## config.mk

```make
export PLATFORM = sky130hd
export DESIGN_NAME = fetch_stage
export DESIGN_NICKNAME = d
export VERILOG_FILES = /design/src/rtl/fetch_stage.sv
export SDC_FILE = /design/constraint.sdc
export NUM_CORES = 1
export LEC_CHECK = 0
export ABC_CLOCK_PERIOD_IN_PS = 2000
export CAP_MARGIN = 20
export CORE_MARGIN = 2
export CORE_UTILIZATION = 35
export DETAILED_ROUTE_END_ITERATION = 7
export DONT_BUFFER_PORTS = 1
export PLACE_DENSITY = 0.62
export SYNTH_ARGS = -nofsm -noshare
export SYNTH_HDL_FRONTEND = slang
export SYNTH_SLANG_ARGS = --single-unit
```

## constraint.sdc

```tcl
create_clock -name clock -period 2 [get_ports clock]
set_clock_uncertainty 0.05 [all_clocks]
set_input_delay 0.5 -clock clock [delete_from_list [all_inputs] [get_ports clock]]
set_output_delay 0.5 -clock clock [all_outputs]
set_load 0.01 [all_outputs]
```

## src/rtl/fetch_stage.sv

```systemverilog
// fetch_stage: instruction fetch stage feeding memorystage1.
//
// Owns the program counter and issues one instruction read per free bus cycle.
// Memory is synchronous: read data comes back the cycle after the address.
// The stage gives up the bus whenever memorystage1 claims it, and it takes
// redirects from later stages. A redirect squashes the fetch already in
// flight, so downstream only ever sees valid instructions or NOPs.
//
// Optional feature: define FETCH_STATS_EN to add the fetch_count and
// bubble_count statistics outputs.
//
// Ports:
//   clock                 in   system clock; all state changes on the rising edge
//   reset                 in   synchronous, active-high
//   memory_access_cycle   in   1 = memorystage1 owns the bus this cycle
//   jump_valid            in   single-cycle redirect request
//   jump_target           in   word address to fetch after a redirect
//   bus_data_in           in   read data for the address presented last cycle
//   bus_request           out  1 = a fetch read is on the bus this cycle
//   fetch_address         out  word address being fetched (= pc)
//   outbound_instruction  out  instruction or NOP sent to memorystage1
//   pc_out                out  address of the instruction on outbound_instruction
//   fetch_count           out  (FETCH_STATS_EN) number of instructions forwarded
//   bubble_count          out  (FETCH_STATS_EN) number of NOPs forwarded
module fetch_stage #(
    parameter logic [31:0] RESET_PC        = 32'h0000_0000,
    parameter logic [4:0]  OPCODE_NOP      = 5'h1F,
    parameter logic [31:0] NOP_INSTRUCTION = {OPCODE_NOP, 27'h0}
) (
    input  logic        clock,
    input  logic        reset,
    input  logic        memory_access_cycle,
    input  logic        jump_valid,
    input  logic [31:0] jump_target,
    input  logic [31:0] bus_data_in,
    output logic        bus_request,
    output logic [31:0] fetch_address,
    output logic [31:0] outbound_instruction,
    output logic [31:0] pc_out
`ifdef FETCH_STATS_EN
    ,
    output logic [31:0] fetch_count,
    output logic [31:0] bubble_count
`endif
);

    logic [31:0] pc;
    logic        fetch_pending;
    logic [31:0] pending_pc;
    logic        forward;

    // A redirect or memorystage1 bus ownership suppresses the request.
    assign bus_request   = !reset && !memory_access_cycle && !jump_valid;
    assign fetch_address = pc;

    // Data returning this cycle belongs to the previous request, unless a
    // redirect arrives now and squashes it.
    assign forward = fetch_pending && !jump_valid;

    always_ff @(posedge clock) begin
        if (reset) begin
            pc                   <= RESET_PC;
            fetch_pending        <= 1'b0;
            pending_pc           <= 32'h0;
            outbound_instruction <= NOP_INSTRUCTION;
            pc_out               <= 32'h0;
        end else begin
            if (jump_valid) begin
                pc            <= jump_target;
                fetch_pending <= 1'b0;
            end else if (bus_request) begin
                pc            <= pc + 32'd1;  // wraps naturally at 2^32
                fetch_pending <= 1'b1;
                pending_pc    <= pc;
            end else begin
                fetch_pending <= 1'b0;
            end

            if (forward) begin
                outbound_instruction <= bus_data_in;
                pc_out               <= pending_pc;
            end else begin
                outbound_instruction <= NOP_INSTRUCTION;
            end
        end
    end

`ifdef FETCH_STATS_EN
    // Counted by what was forwarded, not by the data value, so a fetched
    // word that happens to equal the NOP encoding still counts as a fetch.
    always_ff @(posedge clock) begin
        if (reset) begin
            fetch_count  <= 32'h0;
            bubble_count <= 32'h0;
        end else if (forward) begin
            fetch_count  <= fetch_count + 32'd1;
        end else begin
            bubble_count <= bubble_count + 32'd1;
        end
    end
`endif

endmodule

```

==> summary.txt <==
Critical path endpoint category: register
Worst hold-check path type: in -> reg
Synthesis warning total: 0
Mean Syn Cell Area: 8.575 sq um
Slew Limit Fails: 0
Min-Delay Path Depth: 1
Post-synth EDFFs: 0
Fillers: 1,410
FF-to-FF setup slack: 0.05 ns
Clk sinks: 129
Initial antenna violation count: 0
I/O pins: 165
Switching share of power: 22.50%
Post-synth top cells: dfxtp_1, nand2_1, o21ai_0
Req. time, crit path: 2.26 ns
Predominant post-synthesis flop cell: dfxtp_1
DP Wirelength: 9986 um
Status: finished, final reports clean
CTS Buffer Depth: 2
# setup viols final: 0
Critical setup path kind: reg -> reg
Global-route wire length before repair: 21,790 um
Yosys reg bits: 129
Die footprint: 0.01556 sq mm
R2R depth: 5
Tot GR Track Use: 17.68%
Worst vdd ir: 0.0005918 V
Initial Utilization: 35.51%
CTS Buf Count: 17
Fmax: 512.6 MHz
Core Util, Final: 43.51%
Worst hold path startpoint: reset
Top cells by area, synth: dfxtp_1, nand2_1, nand2b_1
Clk pwr share: 51.5%
GRT overflow: 0
Internal Pwr Total: 4.902 mW
Port bufs: 0
Final hold vios: 0
Post-route worst setup slack: 0.04921 ns
Critical path fanouts, max: 13
Total placed cells including tap cells: 786
RR Endpoint: fetch_address[21]
Register area share after synthesis: 50.61%
Placed cell areas: 0.005578 sq mm
Placement Rows: 44
Synth area leader: dfxtp_1
Routed WL per cell: 17.26 um
Number of diodes: 0
Worst-Skew Late Latency: 0.42 ns
Die Y: 124.7 um
P_leak: 2.187 nW
CTS tree: done
Max-cap viol count: 0
Nets@finish: 691
Syn Std Cell Area: 0.005102 sq mm
Count leader, synth: dfxtp_1
Clock slew seen by the registers of the worst setup and hold paths: 0.06 ns
PD cells: 1012 mW/mm^2
Syn nets: 664
Die width: 124.7 um
Vias: 4,247
Synth cell types: 48
Hold endpoint: fetch_address[15]
Min cycle time layout: 1.951 ns
WP data arrival: 2.21 ns
Worst Tran Pin Value: 0.4432 ns
Core area: 0.01437 sq mm
GPL Wtd Cong: 0.8677
Combinational share of power: 5.7%
Fin crit share: 97.54%
Largest net degree at the start of global routing: 111
Place WS: -0.008919 ns
Layout cells sized above 1: 15.91%
Area growth from synthesis to layout: 22.54%
Psw: 1.423 mW
Clk root buf: clkbuf_16
Detailed-router iteration count before antenna repair: 5
Non-filler cells, final: 819
Vias in the first global route: 3,921
Final Cell Area: 0.006252 sq mm
Vias per Instance: 5.186
Async set or reset register ratio after synthesis: 0%
Drt total wl: 14,140 um
Share of the synthesized area in the top cell type: 50.61%
Post-route DRC: 0
Final ANT Viol Nets: 0
CP Launch Type: register
Cells after Synth: 595
Reg-to-reg startpoint: fetch_address[1]
Hold_buf cts: 0
# H-tree levels: 4
Seq pwr share: 42.8%
Worst slew margin: 70.18%
Initial DRC Count: 310
-- metal layers --
metal	GRT usage [%]	share of wire (%)	vias up
met3	5.198	6.6	25
li1	-	-	2122
met4	7.006	2.1	0
met2	26.36	45	165
met5	0	0	-
met1	24.02	46	1935
-- timing repair --
item,CTS,global route
pin swaps,0,1
cloned,0,0
buffers inserted,0,1
resized for setup,1,10
setup endpoints to repair,1,8
-- cell type report --
cell class / instances / area (sq um) / area share (%)
well taps: 184 / 230.2 / 3.682
clock inverters: 11 / 152.6 / 2.441
flip-flops and latches: 129 / 2586 / 41.36
multi-input cells: 417 / 2369 / 37.88
repair buffers: 52 / 415.4 / 6.644
clock buffers: 21 / 480.5 / 7.685
inverters: 5 / 18.77 / 0.3002
-- state kept, by name, summed over array words and instances (netlist names) --
name and count:
fetch_pending 1, outbound_instruction 32, pc_out 32, pending_pc 32, fetch_address 32
-- power by group through the flow --
stage	clock, mW	combinational (mW)	sequential, mW
final	3.25	0.361	2.71
after global routing	3.43	0.392	2.72
after CTS	3.32	0.356	2.71
after detailed placement	0	0.353	2.76
after global placement	0	0.349	2.76
after floorplan	0	0.192	2.80
-- cells by family (layout without fill, tap and decap cells) --
group,after synthesis,in the layout,synth area share [%]
AO/OA/AOI/OAI,114,114,13.88
XOR/XNOR,12,12,2.060
adder cells (fa/ha/maj),1,1,0.2452
buffers and inverters,49,89,3.752
flip-flops,129,129,50.61
multiplexers,2,2,0.3924
AND/OR/NAND/NOR,288,288,29.06
-- worst max-delay path, stage by stage (launching register included) --
cell and delay, ns:
dfxtp_1 0.41, and4_1 0.28, nand4_1 0.12, buf_4 0.19
o41a_2 0.49, a2111oi_2 0.30
-- per-stage QoR --
stage	setup TNS, ns	hold slack (ns)	power [mW]
floorplan	0	0.3812	2.990
global placement	0	0.3888	3.108
detailed placement	-0.009278	0.3919	3.115
CTS	0	0.08838	6.380
global route	-0.04523	0.07937	6.539
finish	0	0.09339	6.325
-- placed cells by master, fill, tap and decap left out, types with 7 or more instances in the layout --
cell type  count
dfxtp_1      126
nand2_1      113
buf_4         50
o21ai_0       37
nor2_1        35
a21oi_1       35
nand2b_1      32
and2_1        28
clkbuf_16     17
nand4_1       14
a311oi_1      12
or3_1         10
a211oi_1      10
nand3_1        9
or4_1          7
nor4_1         7
-- worst max path at each step --
stage,slack [ns],to,from,depth (start not counted)
2_1_floorplan,0.02,fetch_address[22],reset,6
3_3_place_gp,0.04,fetch_address[24],memory_access_cycle,5
3_5_place_dp,-0.009,fetch_address[22],memory_access_cycle,5
4_1_cts,0.006,fetch_address[21],fetch_address[11],5
5_1_grt,-0.04,fetch_address[21],fetch_address[1],5
6_report,0.05,fetch_address[21],fetch_address[1],5
Power figures use the tool's default switching activity.
